===== config.mk =====
export PLATFORM = sky130hd
export DESIGN_NAME = echo_indication_input
export DESIGN_NICKNAME = d
export VERILOG_FILES = /design/src/rtl/echo_indication_input.sv
export SDC_FILE = /design/constraint.sdc
export NUM_CORES = 1
export LEC_CHECK = 0
export ABC_AREA = 1
export BUFFER_PORTS_ARGS = -buffer_cell sky130_fd_sc_hd__buf_2
export CAP_MARGIN = 15
export CORE_ASPECT_RATIO = 1.4
export CORE_MARGIN = 3
export CORE_UTILIZATION = 52
export DETAILED_ROUTE_END_ITERATION = 16
export GPL_ROUTABILITY_DRIVEN = 0
export HOLD_SLACK_MARGIN = 0.15
export PLACE_DENSITY = 0.8
export SLEW_MARGIN = 15
export SYNTH_ARGS = -nofsm -noshare
export SYNTH_HDL_FRONTEND = slang
export SYNTH_SLANG_ARGS = --single-unit

===== constraint.sdc =====
create_clock -name CLK -period 5.67 [get_ports CLK]
set_input_delay 0 -clock CLK [delete_from_list [all_inputs] [get_ports CLK]]
set_output_delay 0 -clock CLK [all_outputs]
set_load 0.01 [all_outputs]

===== src/rtl/echo_indication_input.sv =====
`default_nettype none
// ============================================================================
//  Module      : echo_indication_input
//  Description : Receive end of the Echo indication pipe. Tagged indication
//                messages arrive on a PipeIn-style enqueue interface. Those
//                carrying the `heard` tag go into a 2-entry FIFO and are
//                re-issued as heard(meth, v) calls on the EchoIndication
//                client interface. Messages with any other tag are consumed,
//                counted in a saturating counter and never forwarded.
//
//  Ports       : CLK            clock, all state updates on the rising edge
//                nRST           synchronous active-low reset
//                pipe_enq_ENA   sender presents a message this cycle
//                pipe_enq_v     message {tag, meth, v}, tag at the MSBs
//                pipe_enq_RDY   block can accept a message
//                ind_heard_ENA  a buffered heard call is offered
//                ind_heard_meth meth argument of the head entry
//                ind_heard_v    v argument of the head entry
//                ind_heard_RDY  consumer accepts the call
//                drop_count     messages discarded for an unknown tag
//                busy           FIFO non-empty
//
//  Revision    : 1.0 - initial release
// ============================================================================
module echo_indication_input #(
    parameter int DATA_W    = 32,
    parameter int TAG_W     = 16,
    parameter int HEARD_TAG = 1,
    parameter int CNT_W     = 16
) (
    input  logic                      CLK,
    input  logic                      nRST,
    input  logic                      pipe_enq_ENA,
    input  logic [TAG_W+2*DATA_W-1:0] pipe_enq_v,
    output logic                      pipe_enq_RDY,
    output logic                      ind_heard_ENA,
    output logic [DATA_W-1:0]         ind_heard_meth,
    output logic [DATA_W-1:0]         ind_heard_v,
    input  logic                      ind_heard_RDY,
    output logic [CNT_W-1:0]          drop_count,
    output logic                      busy
);

    localparam int               MSG_W       = TAG_W + 2 * DATA_W;
    localparam logic [TAG_W-1:0] c_HEARD_TAG = TAG_W'(HEARD_TAG);
    localparam logic [1:0]       c_FULL      = 2'd2;

    // ------------------------------------------------------------------
    // State
    // ------------------------------------------------------------------
    logic [DATA_W-1:0] r_meth [2];
    logic [DATA_W-1:0] r_v    [2];
    logic              r_wp;
    logic              r_rp;
    logic [1:0]        r_count;
    logic [CNT_W-1:0]  r_drop_count;

    // ------------------------------------------------------------------
    // Message field split and handshake decode
    // ------------------------------------------------------------------
    logic [TAG_W-1:0]  w_tag;
    logic [DATA_W-1:0] w_meth;
    logic [DATA_W-1:0] w_v;
    logic              w_enq;
    logic              w_is_heard;
    logic              w_store;
    logic              w_drop;
    logic              w_deq;

    assign w_tag  = pipe_enq_v[MSG_W-1 -: TAG_W];
    assign w_meth = pipe_enq_v[2*DATA_W-1 -: DATA_W];
    assign w_v    = pipe_enq_v[DATA_W-1:0];

    // No bypass when full: a dequeue in the same cycle does not open a slot,
    // which keeps RDY free of any path from the consumer side.
    assign pipe_enq_RDY = nRST && (r_count != c_FULL);

    assign w_enq      = pipe_enq_ENA && pipe_enq_RDY;
    assign w_is_heard = (w_tag == c_HEARD_TAG);
    assign w_store    = w_enq && w_is_heard;
    assign w_drop     = w_enq && !w_is_heard;
    assign w_deq      = ind_heard_ENA && ind_heard_RDY;

    // ------------------------------------------------------------------
    // Outputs, all driven from registers (1-cycle latency, no v->heard path)
    // ------------------------------------------------------------------
    assign ind_heard_ENA  = (r_count != 2'd0);
    assign busy           = (r_count != 2'd0);
    assign ind_heard_meth = r_meth[r_rp];
    assign ind_heard_v    = r_v[r_rp];
    assign drop_count     = r_drop_count;

    // ------------------------------------------------------------------
    // Storage: contents are intentionally left untouched by reset; the
    // count/pointer reset alone makes any stale data unreachable.
    // ------------------------------------------------------------------
    always_ff @(posedge CLK) begin
        if (w_store) begin
            r_meth[r_wp] <= w_meth;
            r_v[r_wp]    <= w_v;
        end
    end

    // ------------------------------------------------------------------
    // Pointers, occupancy and drop counter
    // ------------------------------------------------------------------
    always_ff @(posedge CLK) begin
        if (!nRST) begin
            r_wp         <= 1'b0;
            r_rp         <= 1'b0;
            r_count      <= 2'd0;
            r_drop_count <= '0;
        end else begin
            if (w_store) begin
                r_wp <= ~r_wp;
            end
            if (w_deq) begin
                r_rp <= ~r_rp;
            end
            // A dropped message never touches the occupancy, so only the
            // stored/dequeued pair matters here.
            case ({w_store, w_deq})
                2'b10:   r_count <= r_count + 2'd1;
                2'b01:   r_count <= r_count - 2'd1;
                default: r_count <= r_count;
            endcase
            if (w_drop && (r_drop_count != {CNT_W{1'b1}})) begin
                r_drop_count <= r_drop_count + {{(CNT_W-1){1'b0}}, 1'b1};
            end
        end
    end

`ifndef SYNTHESIS
    always_ff @(posedge CLK) begin
        if (nRST && w_drop) begin
            $display("echo_indication_input: dropped message with tag 0x%h", w_tag);
        end
    end
`endif

endmodule
`default_nettype wire


==> out/results.md <==
* **hold-critical path depth** 2
* **routed wire length per instance** 16.33 µm
* **number of global-route vias before repair** 4347
* **CTS buffer count** 17
* **maximum number of pins on one net before global-route repair** 65
* **switching power as a share of total power** 19.73%
* **buffering stage count on the worst path with inverters included** 6
* **Synth Area in Simple Gates** 10.59%
* **delay of the slowest critical-path stage** 640 ps
* **parity-gate share of the synthesized area counting xor and xnor cells** 1.023%
* **DRC Markers** 0
* **unrepaired setup endpoints after global routing** no
* **total setup buffers inserted after CTS** 0
* **arrival time at the worst endpoint** 3660 ps
* **largest cells by area after synthesis** edfxtp_1, mux2_2, dfxtp_1, nand2_1, nor2_2
* **peak ir drop on the vdd network** 0.2635 mV
* **library cell with the highest instance count after synthesis** edfxtp_1
* **worst flop-to-flop path startpoint** r_count[1]$_SDFFE_PN0P_
* **Mapped Area** 5991 µm²
* **insertion delay to the later sink of the worst-skew pair** 400 ps
* **area growth from synthesis to layout** 38.95%
* **number of DRC markers after the initial detailed-route iteration** 208
* **number of buffers on the longest clock path** 2
* **Core Footprint** 11040 µm²
* **proportion of synthesized area in mux cells** 12.03%
* **status** complete, no violations
* **Antenna Cells** 0
* **Pleak** 3.328 nW
* **count of unique library cells instantiated by Yosys** 29
* **startpoint type of the worst setup path** input port
* **clock edge transition at the registers on the reported setup and hold paths** 60 ps
* **largest family of logic cells by synthesized area** multiplexers
* **number of antenna violations at the first check in global routing** 0
* **routed via count divided by cell count** 5.058
* **WP data required** 5700 ps
* **Hold WC Path Type** in -> reg
* **DRT antenna net count** 0
* **area share of the largest cell type after synthesis** 64.16%
* **critical path fanouts, max** 64
* **number of top-level pins** 167
* **biggest area consumer among synthesized cells** edfxtp_1
* **post-synthesis adder-cell area fraction** 0.4177%
* **overall die width** 96.72 µm
* **Synth Net Count** 504
* **share of the core filled with cells in the final layout** 75.43%
* **category of the critical setup timing path** in -> reg
* **min-delay src** pipe_enq_v[48]
* **fraction of power consumed by sequential logic** 48.2%
* **# port buffers** 166
* **drt pass-1 iters** 5
* **Routed WL** 13440 µm
* **fraction of synthesis flops using an asynchronous set or reset pin** 0%
* **Worst Setup Slack, final** 2035 ps
* **remaining global-route overflow** 0
* **count of mapped cells out of synthesis** 418
* **effective utilization at floorplan** 54.29%
* **count of maximum capacitance violations** 0
* **half-perimeter wire length after placement** 8041 µm
* **Max Freq** 275.1 MHz
* **average footprint of a synthesized cell** 14.33 µm²
* **number of synthesized flops with an enable pin** 128
* **final cycle utilization of the critical path** 64.11%
* **register-to-register setup slack** 3490 ps
* **Total GRT Usage** 21.15%
* **fin nets** 755
* **minimum setup slack after placement** 3520 ps
* **Synth top cells by count** edfxtp_1, mux2_2, nand2_1
* **most common flop cell mapped by yosys** edfxtp_1
* **proportion of synthesized chip area in sequential cells** 71.18%
* **kind of cell adding the most delay to the critical path** buffers and inverters
* **final setup violating endpoints** 0
* **largest clock skew in the final design** 8.191 ps
* **power density cells** 300.2 nW/µm²
* **number of hold-slack violations in the final timing report** 0
* **worst-margin pin slew** 848.2 ps
* **clock tree from TritonCTS** built
* **depth of the CTS H-tree** 4
* **clock sink total** 149
* **clock root buffer master** clkbuf_16
* **total number of vias** 4163
* **endpoint with the worst hold slack** r_meth[1][16]$_DFFE_PP_
* **combinational cell fraction of total power** 5.1%
* **Yosys warnings** 0
* **share of post-route cells with drive strength above 1** 43.70%
* **CP cell instances** dlygate4sd3_1, buf_2, nor2_1, dlygate4sd3_1, nand2_1, dlygate4sd3_1, nor2_1, dlygate4sd3_1, nand3_1, nor2_4, buf_4
* **final critical path time including I/O delays and setup** 3635 ps
* **setup TNS** 0 ps
* **compound-gate portion of the synthesized area** 1.316%
* **total chip power** 0.002499 W
* **vertical die dimension** 133 µm
* **minimum hold slack** 324.6 ps
* **DIE AREA** 12860 µm²
* **master of the slowest instance on the critical path** buf_4
* **site row count** 45
* **flip-flop and latch count after synthesis** 149
* **global-route wire length before repair** 21310 µm
* **endpoint of the worst-slack reg-to-reg timing path** r_v[0][28]$_DFFE_PP_
* **CP Capture Type** register
* **worst max-slew margin expressed relative to the limit** 43.45%
* **net switching power** 0.0004932 W
* **number of pins exceeding their max-slew limit in the final report** 0
* **CP dominant cell by count** dlygate4sd3_1
* **clock share of power** 46.7%
* **logic depth of the worst register-to-register path** 6
* **Cell Int Power** 0.002006 W
## layout by cell type, fill, tap and decap left out, types with 3 or more instances in the layout
| cell | synthesis | final |
|---|---|---|
| nand4_1 | 6 | 6 |
| clkinv_2 | 1 | 3 |
| nor2_1 | 30 | 29 |
| clkinv_4 | 0 | 4 |
| edfxtp_1 | 128 | 128 |
| inv_1 | 30 | 29 |
| xor2_1 | 6 | 6 |
| buf_2 | 7 | 166 |
| dfxtp_1 | 21 | 20 |
| nor2_2 | 21 | 21 |
| nand2_2 | 3 | 3 |
| nand2_1 | 64 | 64 |
| nand3_1 | 7 | 7 |
| dlygate4sd3_1 | 0 | 75 |
| buf_4 | 1 | 3 |
| a21oi_1 | 6 | 6 |
| bufinv_16 | 0 | 4 |
| mux2_2 | 64 | 64 |
| clkbuf_16 | 0 | 17 |
| o21ai_0 | 7 | 7 |
## routing by layer
metal  GRT usage, %  part of all wire (%)  vias to the layer above  wire length [µm]
li1               -                     -                     1973                 -
met1          22.90                    37                     1996              4983
met2          39.09                    55                      178              7392
met3          5.222                   6.3                       16               840
met4          8.665                   1.6                        0               219
met5              0                     0                        -                 0
## how the worst max path moves through the flow
stage                            startpoint                     end  slack, ps  depth (start not counted)
CTS                          pipe_enq_v[74]    r_v[0][20]$_DFFE_PP_       2140                         11
global route                 pipe_enq_v[74]    r_v[0][17]$_DFFE_PP_       1810                         11
floorplan           r_count[1]$_SDFFE_PN0P_  r_meth[0][0]$_DFFE_PP_       1720                          5
finish                       pipe_enq_v[74]    r_v[0][28]$_DFFE_PP_       2030                         11
detailed placement                     nRST    r_v[0][21]$_DFFE_PP_       3520                          6
global placement                       nRST    r_v[0][16]$_DFFE_PP_       3630                          6
## repair_timing
item,4_1_cts,5_1_grt
resized for setup,0,0
hold buffers,75,0
hold endpoints to repair,149,0
## stage by stage
| stage | instance area [µm²] | cells |
|---|---|---|
| final | 8324 | 823 |
| after detailed placement | 6944 | 716 |
| after floorplan | 5991 | 418 |
| after global routing | 8324 | 823 |
| after global placement | 6944 | 716 |
| after CTS | 8324 | 823 |
## cell type report
| cell class | count | area [µm²] |
|---|---|---|
| clock buffers | 17 | 425.4 |
| repair buffers | 244 | 1604 |
| multi-input cells | 225 | 1528 |
| well taps | 141 | 176.4 |
| fillers | 686 | 2711 |
| inverters | 32 | 121.4 |
| flip-flops and latches | 149 | 4265 |
| clock inverters | 15 | 203.9 |
## flip-flops by register name (all words and copies together) (netlist names), named ones only
signal	count
drop_count	16
r_v	64
r_rp	1
r_meth	64
r_wp	1
r_count	2
## power groups by stage
stage          Sequential [W]  Clock [W]  Combinational [W]
2_1_floorplan         0.00123          0          0.0000369
3_3_place_gp          0.00123          0          0.0000798
3_5_place_dp          0.00123          0          0.0000857
4_1_cts               0.00121    0.00118           0.000125
5_1_grt               0.00121    0.00123           0.000139
6_report              0.00121    0.00117           0.000127
## worst reg2reg max path, cell delays in order (launching register included)
cell	delay (ps)
dfxtp_1	310
inv_1	110
o21ai_1	110
nor2_2	240
nand3_1	210
nor2_4	120
buf_4	640
## kinds of logic (layout without fill, tap and decap cells)
logic type,after synthesis,count (layout)
xor gates and xnor gates,7,7
adders and majority gates,2,2
buffers and inverters,44,308
DFF,149,149
muxes,64,64
and+or+nand+nor,137,137
AOI/OAI and AO/OA,15,15
(Power assumes the default switching activity.)
